--- src/rtl/stopwatch_pkg.sv ---
// Shared definitions for the MM:SS.hh stopwatch: FSM encodings, BCD digit
// width and limits, and digit field offsets within bcd_out.
package stopwatch_pkg;

  typedef enum logic [1:0] {
    ST_IDLE  = 2'd0,
    ST_RUN   = 2'd1,
    ST_PAUSE = 2'd2
  } sw_state_e;

  localparam int unsigned DIGIT_W  = 4;
  localparam int unsigned UNIT_MAX = 9;
  localparam int unsigned TENS_MAX = 5;

  localparam int unsigned HUN_U_LSB = 0;
  localparam int unsigned HUN_T_LSB = 4;
  localparam int unsigned SEC_U_LSB = 8;
  localparam int unsigned SEC_T_LSB = 12;
  localparam int unsigned MIN_U_LSB = 16;
  localparam int unsigned MIN_T_LSB = 20;
  localparam int unsigned BCD_W     = 6 * DIGIT_W;

endpackage

--- src/rtl/bcd_digit_cnt.sv ---
// One BCD digit counting 0..MAX; carry flags the increment that rolls the
// digit back to zero so digits can be chained.
module bcd_digit_cnt
  import stopwatch_pkg::*;
#(
  parameter int unsigned MAX = UNIT_MAX
) (
  input  logic               clk,
  input  logic               reset,
  input  logic               inc,
  input  logic               clr,
  output logic [DIGIT_W-1:0] q,
  output logic               carry
);

  logic [DIGIT_W-1:0] q_q, q_d;
  logic               at_max;

  assign at_max = (q_q == DIGIT_W'(MAX));
  assign carry  = inc & at_max;
  assign q      = q_q;

  always_comb begin
    q_d = q_q;
    if (clr)      q_d = '0;
    else if (inc) q_d = at_max ? '0 : q_q + 1'b1;
  end

  always_ff @(posedge clk or negedge reset) begin
    if (!reset) q_q <= '0;
    else        q_q <= q_d;
  end

endmodule

--- src/rtl/stopwatch_bcd_counter.sv ---
// MM:SS.hh stopwatch driven by the divided tick; optional lap hold enabled
// with STOPWATCH_LAP_HOLD_EN.
//   state    | meaning
//   ST_IDLE  | cleared, digits and prescaler at zero
//   ST_RUN   | counting tick rises
//   ST_PAUSE | digits and prescaler frozen
module stopwatch_bcd_counter
  import stopwatch_pkg::*;
#(
  parameter int unsigned PRESCALE = 100
) (
  input  logic             clk,
  input  logic             reset,
  input  logic             tick_in,
  input  logic             start_stop,
  input  logic             clear,
`ifdef STOPWATCH_LAP_HOLD_EN
  input  logic             lap,
`endif
  output logic [BCD_W-1:0] bcd_out,
  output logic             running,
  output logic             wrap
);

  localparam logic [9:0] PRE_LAST = 10'(PRESCALE - 1);

  sw_state_e        state_q;
  logic             running_q, wrap_q, tick_d_q;
  logic [9:0]       pre_q, pre_d;
  logic             rise, in_run, pre_at_last, step;
  logic [5:0]       carry;
  logic [BCD_W-1:0] live;

  assign rise        = tick_in & ~tick_d_q;
  assign in_run      = (state_q == ST_RUN);
  assign pre_at_last = (pre_q == PRE_LAST);
  // clear outranks any rise landing in the same cycle
  assign step        = rise & in_run & ~clear & pre_at_last;

  always_comb begin
    pre_d = pre_q;
    if (clear)             pre_d = '0;
    else if (in_run && rise) pre_d = pre_at_last ? 10'd0 : pre_q + 10'd1;
  end

  always_ff @(posedge clk or negedge reset) begin
    if (!reset) begin
      state_q   <= ST_IDLE;
      running_q <= 1'b0;
    end else if (clear) begin
      state_q   <= ST_IDLE;
      running_q <= 1'b0;
    end else if (start_stop) begin
      case (state_q)
        ST_RUN: begin
          state_q   <= ST_PAUSE;
          running_q <= 1'b0;
        end
        default: begin
          state_q   <= ST_RUN;
          running_q <= 1'b1;
        end
      endcase
    end
  end

  always_ff @(posedge clk or negedge reset) begin
    if (!reset) begin
      tick_d_q <= 1'b0;
      pre_q    <= '0;
      wrap_q   <= 1'b0;
    end else begin
      tick_d_q <= tick_in;
      pre_q    <= pre_d;
      wrap_q   <= carry[5];
    end
  end

  bcd_digit_cnt #(.MAX(UNIT_MAX)) u_hun_u (.clk(clk), .reset(reset), .inc(step),
    .clr(clear), .q(live[HUN_U_LSB +: DIGIT_W]), .carry(carry[0]));
  bcd_digit_cnt #(.MAX(UNIT_MAX)) u_hun_t (.clk(clk), .reset(reset), .inc(carry[0]),
    .clr(clear), .q(live[HUN_T_LSB +: DIGIT_W]), .carry(carry[1]));
  bcd_digit_cnt #(.MAX(UNIT_MAX)) u_sec_u (.clk(clk), .reset(reset), .inc(carry[1]),
    .clr(clear), .q(live[SEC_U_LSB +: DIGIT_W]), .carry(carry[2]));
  bcd_digit_cnt #(.MAX(TENS_MAX)) u_sec_t (.clk(clk), .reset(reset), .inc(carry[2]),
    .clr(clear), .q(live[SEC_T_LSB +: DIGIT_W]), .carry(carry[3]));
  bcd_digit_cnt #(.MAX(UNIT_MAX)) u_min_u (.clk(clk), .reset(reset), .inc(carry[3]),
    .clr(clear), .q(live[MIN_U_LSB +: DIGIT_W]), .carry(carry[4]));
  bcd_digit_cnt #(.MAX(TENS_MAX)) u_min_t (.clk(clk), .reset(reset), .inc(carry[4]),
    .clr(clear), .q(live[MIN_T_LSB +: DIGIT_W]), .carry(carry[5]));

  assign running = running_q;
  assign wrap    = wrap_q;

`ifdef STOPWATCH_LAP_HOLD_EN
  logic             hold_q;
  logic [BCD_W-1:0] snap_q;

  always_ff @(posedge clk or negedge reset) begin
    if (!reset) begin
      hold_q <= 1'b0;
      snap_q <= '0;
    end else if (clear) begin
      hold_q <= 1'b0;
    end else if (lap && in_run) begin
      hold_q <= ~hold_q;
      if (!hold_q) snap_q <= live;
    end
  end

  assign bcd_out = hold_q ? snap_q : live;
`else
  assign bcd_out = live;
`endif

endmodule

--- config.mk ---
export PLATFORM = sky130hd
export DESIGN_NAME = stopwatch_bcd_counter
export DESIGN_NICKNAME = d
export VERILOG_FILES = /design/src/rtl/stopwatch_pkg.sv /design/src/rtl/bcd_digit_cnt.sv /design/src/rtl/stopwatch_bcd_counter.sv
export SDC_FILE = /design/constraint.sdc
export NUM_CORES = 1
export LEC_CHECK = 0
export CAP_MARGIN = 20
export CORE_MARGIN = 2
export CORE_UTILIZATION = 55
export CTS_BUF_LIST = sky130_fd_sc_hd__clkbuf_8
export DETAILED_ROUTE_END_ITERATION = 7
export PLACE_DENSITY = 0.81
export SETUP_SLACK_MARGIN = 0.2
export SYNTH_ARGS = -nofsm -noshare
export SYNTH_HDL_FRONTEND = slang
export SYNTH_SLANG_ARGS = --single-unit
--- constraint.sdc ---
create_clock -name clk -period 2.6 [get_ports clk]
set_clock_uncertainty 0.1 [all_clocks]
set_input_delay 0.65 -clock clk [delete_from_list [all_inputs] [get_ports clk]]
set_output_delay 0.65 -clock clk [all_outputs]
set_load 0.02 [all_outputs]
# Yosys cells after proc, flatten, opt, wreduce, memory -nomap -nowiden
# Cells that the tools add are included.
# totals
elab_cells,74
register_bits,39
in_bits,5
out_inout_bits,26
# op_classes
eq_ne,8
n_mux,27
n_reduce_logical,9
n_bitwise,12
n_addsub,7
# op_table
cell,n
$mux W4,18
$mux W10,3
$add A4 B1 Y4 const B,6
$eq A4 B4 Y1 const B,4
$reduce_bool A2 Y1,8
$add A10 B1 Y10 const B,1
$and A1 B1 Y1,10
$eq A10 B7 Y1 const B,1
$eq A4 B3 Y1 const B,2
$mux W2,3
$mux W1,3
$eq A2 B1 Y1 const B,1
$not A1 Y1,2
$logic_and A1 B1 Y1,1

# Logic depth before layout (Yosys ltp)
# depth
word_depth,12
ltp_mapped,8
mapped_depth_nobuf,6

# Cells and area by module
# A second synthesis with hierarchy kept.
# unflattened
hier_cells,223
area_unflattened_um2,2170.8
# modules_own_cells
mod,seq_area_each_um2,cells_per_inst,instances,area_per_inst_um2
bcd_digit_cnt at u_hun_t ...,100.1,26,4,241.5
stopwatch_bcd_counter,350.3,73,1,737.0
bcd_digit_cnt at u_min_t ...,100.1,23,2,234.0

# Worst setup path after synthesis
# No wires, ideal clock.
# synth_path
kind,input port to flip-flop
from,in tick_in
to,reg u_min_t.q_q[3] (netlist: u_min_t.q[3])
setup_ns,0.078
cell_stages,5
path_buffers,1
slack_ns,0.507
required_ns,2.422
arrival_ns,1.915
cell_sequence,nor4bb_1 > buf_2 > nand4_2 > or4b_1 > a21oi_1
# synth_via
elab_chain_len,10
# synth_lines
item,line_no,source
from (decl),stopwatch_bcd_counter.sv:14,"input logic tick_in,"
$and A1 B1 Y1,stopwatch_bcd_counter.sv:34,assign rise = tick_in & ~tick_d_q;
$and A1 B1 Y1 (3 in a row),stopwatch_bcd_counter.sv:38,assign step = rise & in_run & ~clear & pre_at_last;
$and A1 B1 Y1 (5 in a row),bcd_digit_cnt.sv:20,assign carry = inc & at_max;
$reduce_bool A2 Y1 (no source line),-,
to (signal assigned),bcd_digit_cnt.sv:31,else q_q <= q_d;
to (decl),bcd_digit_cnt.sv:16,"logic [DIGIT_W-1:0] q_q, q_d;"
# Every way passes these cells.
# A chain may end at the register's enable or synchronous reset.

# Worst setup path after layout
# layout_path
from,reg pre_q[0]
to,reg u_sec_u.q_q[1] (netlist: u_sec_u.q[1])
# layout_via
elab_chain_len,5
# layout_lines
item,line_no,source
from (decl),stopwatch_bcd_counter.sv:29,"logic [9:0] pre_q, pre_d;"
from (signal assigned),stopwatch_bcd_counter.sv:74,pre_q <= pre_d;
$eq A10 B7 Y1,stopwatch_bcd_counter.sv:36,assign pre_at_last = (pre_q == PRE_LAST);
$and A1 B1 Y1,stopwatch_bcd_counter.sv:38,
$and A1 B1 Y1 (2 in a row),bcd_digit_cnt.sv:20,
$reduce_bool A2 Y1 (no source line),-,
to (signal assigned),bcd_digit_cnt.sv:31,
to (decl),bcd_digit_cnt.sv:16,
# Every way passes these cells.

==> reports/metrics.csv <==
stage,metric,value,unit
outcome,status,"complete, no violations",
clock_network,clock slew at reported path FFs,0.08,ns
clock_network,clock tree from TritonCTS,done,
clock_network,number of buffers between clock root and the deepest sink,2,
power_and_ir_drop,maximum resistive drop on vdd,0.278,mV
logic_synthesis,async set-reset flop share out of synthesis,100,%
logic_synthesis,per-instance average area after synthesis,9.38,um^2
sta,"Period Utilization, post-route",87.9,%
die,starting utilization of the core area,57.5,%
logic_synthesis,post-synthesis sequential area ratio,41.0,%
logic_synthesis,Mapped Nets,265,
detailed_routing,routed wire length per instance,16.4,um
sta,Fin. Hold Viols,0,
logic_synthesis,synthesis-stage register bit count,38,
logic_synthesis,commonest register cell after synthesis,dfrtp_1,
sta,maximum clock frequency,437,MHz
clock_network,Post-CTS Hold Buffers,0,
clock_network,clock net sink count,38,
sta,RSZ-0062 raised after global routing,true,
critical_path,startpoint class of the critical path,flop,
layout,Antenna diodes,0,
power_and_ir_drop,power per cell area,381,nW/um^2
grt,via count of the first global-routing pass,1949,
critical_path,classification of the worst setup path,reg2reg,
logic_synthesis,number of library cell types mapped by synthesis,42,
power_and_ir_drop,share of total power in sequential cells,54.9,%
layout,final core utilization,71.3,%
placed_design,worst slack after detailed placement,-0.108,ns
die,# IOs,31,
power_and_ir_drop,share of total power in the clock network,39.3,%
die,width of the die,68.9,um
sta,time the worst path needs with I/O delays and setup,2.29,ns
detailed_routing,drt first pass iters,4,
layout,share of post-route cells with drive strength above 1,13.5,%
critical_path,endpoint arrival time on the critical path,2.40,ns
placed_design,half-perimeter wire length after placement,3.80,mm
grt,antenna violations before repair,0,
die,placeable core region,4030,um^2
detailed_routing,number of violations reported at the end of detailed-routing iteration 0,232,
detailed_routing,"antenna viol nets, final",0,
grt,global-route wire length before repair,9.27,mm
critical_path,worst-path maximum fanout,23,
clock_network,root buffer cell,clkbuf_8,
power_and_ir_drop,fraction of power spent switching nets,24.2,%
layout,Post-layout nets,305,
grt,remaining global-route overflow,0,
sta,number of max-slew violations in the final report,0,
layout,post-route non-filler standard cell count,338,
logic_synthesis,area of the mapped netlist,2320,um^2
layout,finished layout cell area,2870,um^2
detailed_routing,WL final,5.55,mm
flow_run,Max-Cap Viols,0,
grt,largest net degree at the start of global routing,39,
die,Die H,68.9,um
critical_path,endpoint class of the critical path,flop,
clock_network,# H-tree levels,2,
clock_network,number of buffers created by CTS,5,
critical_path,worst flop-to-flop path startpoint,pre_q[0],
placed_design,Placement Cell Area,2740,um^2
sta,pin slew with the least headroom to its limit,0.877,ns
sta,total negative slack for setup checks,0,ns
critical_path,source of the critical timing path,pre_q[0],
logic_synthesis,cell count after synthesis,247,
placed_design,number of placed instances with taps included,328,
logic_synthesis,top cell type's share of synthesized area,41.0,%
grt,total routing usage reported by global routing,26.2,%
logic_synthesis,cell taking the most area after synthesis,dfrtp_1,
power_and_ir_drop,standby leakage power,1.19,nW
layout,fillcell total,334,
die,DIE AREA,4750,um^2
min_path,class of the worst hold path,in2async,
logic_synthesis,largest cells by area after synthesis,"dfrtp_1 (41%), ha_1 (7.0%), a21oi_1 (4.3%)",
sta,Worst Slack Setup Final,0.314,ns
detailed_routing,DR DRC count,0,
clock_network,source-to-sink clock delay at the later pin of the worst-skew pair,0.30,ns
detailed_routing,total number of vias,2137,
die,Placement Rows,23,
sta,Slew headroom,41.6,%
layout,area delta synth->final,23.9,%
placed_design,Final GP Congestion,0.922,
placed_design,number of buffer cells added on primary ports,30,
critical_path,critical path data required time,2.72,ns
power_and_ir_drop,Internal Dissipation,830,uW
detailed_routing,number of vias per cell after detailed routing,6.32,
logic_synthesis,count of synthesis-stage warnings from yosys,0,
logic_synthesis,"EDFF count, synth",0,
power_and_ir_drop,total net switching power,265,uW
power_and_ir_drop,Combinational Power Share,5.8,%
sta,Final Setup Violations,0,
## layout by cell type (no fill, tap or decap), drive strengths merged, types with 2 or more instances in the layout
cell type,n
dfrtp,38
clkdlybuf4s50,29
a21oi,20
buf,19
nor2,16
inv,14
o31ai,13
ha,13
nand3,12
or4,11
nand2,11
nand4,11
o21ai,9
a31oi,8
and3b,6
clkbuf,6
and3,5
nor4,5
nor3,4
and4,3
o211ai,3
o211a,3
nand2b,3
or4b,3
or3,2
a41oi,2
mux2i,2
a31o,2
nand3b,2
## layer usage
layer	global-route usage, %	up-vias	routed length [um]
met1	36.1	1045	2630
met2	41.1	58	2600
met4	9.80	0	74
met5	0	-	0
li1	-	1023	-
met3	4.87	11	244
## sequential cells by signal (all words and copies together) (netlist names), 2 cells and up
name,count
u_hun_u.q,4
u_min_u.q,4
pre_q,10
u_hun_t.q,4
u_sec_u.q,4
u_min_t.q,4
state_q,2
u_sec_t.q,4
## stage by stage
step	hold slack, ns	total power [mW]
3_3_place_gp	0.416	0.673
2_1_floorplan	0.254	0.637
3_5_place_dp	0.418	0.674
6_report	0.364	1.10
4_1_cts	0.396	1.09
5_1_grt	0.443	1.13
## final timing paths
kind	endpoint	slack, ns	depth (start not counted)
worst min-delay path	u_hun_u.q[3]	0.36	1
worst min register to register	pre_q[0]	0.43	1
worst max-delay path	u_sec_u.q[1]	0.31	5
max in group asynchronous	u_sec_t.q[0]	1.48	1
worst max register to register	u_sec_u.q[1]	0.31	5
min in group clk	pre_q[0]	0.43	1
## power by group through the flow
stage / sequential, mW / combinational [mW] / clock (mW)
global placement: 0.612 / 0.0607 / 0
finish: 0.601 / 0.0638 / 0.430
floorplan: 0.615 / 0.0217 / 0
CTS: 0.601 / 0.0619 / 0.432
global route: 0.603 / 0.0702 / 0.453
detailed placement: 0.613 / 0.0615 / 0
## worst max-delay path, cell delays in order (launching register included)
cell and delay, ns:
dfrtp_1 0.40, ha_1 0.27, nor4b_4 0.34, nand4_4 0.33
or4_1 0.59, a21oi_1 0.17
## cell usage after synthesis, drive strengths merged (2+ instances only)
library cell / count
o31ai: 13
nor2: 16
a21oi: 20
ha: 13
inv: 13
a31oi: 8
or4: 11
o211ai: 3
clkbuf: 12
o211a: 3
nand3: 12
and4: 3
nand2: 11
mux2i: 2
a41oi: 2
nor4: 5
nand4: 11
buf: 3
dfrtp: 38
and3: 5
a31o: 2
or4b: 3
o21ai: 9
nor3: 4
or3: 2
and3b: 6
nand2b: 3
nand3b: 2
## logic make-up (layout without fill, tap and decap cells)
logic type | count (synthesis) | after routing | share of synthesized area (%)
simple gates | 101 | 101 | 27.9
buf+inv | 28 | 69 | 4.70
compound gates | 63 | 63 | 17.6
mux | 3 | 3 | 1.35
flops | 38 | 38 | 41.0
fa+ha+maj | 13 | 13 | 7.02
xor+xnor | 1 | 1 | 0.378
## area by class of cell
type | count | area [um^2] | area share, %
Multi-Input combinational cell | 181 | 1290 | 44.8
Sequential cell | 38 | 951 | 33.1
Timing Repair Buffer | 48 | 430 | 15.0
Clock buffer | 6 | 82.6 | 2.88
Tap cell | 50 | 62.6 | 2.18
Inverter | 13 | 48.8 | 1.70
Clock inverter | 2 | 8.76 | 0.305
## timing repair
item                                    4_1_cts  5_1_grt
endpoints found under the setup margin       10       10
resized for setup                             1        5
pin swaps                                     0        3
buffers inserted                              0        2
Note: power is estimated with default switching activity, not from simulation.
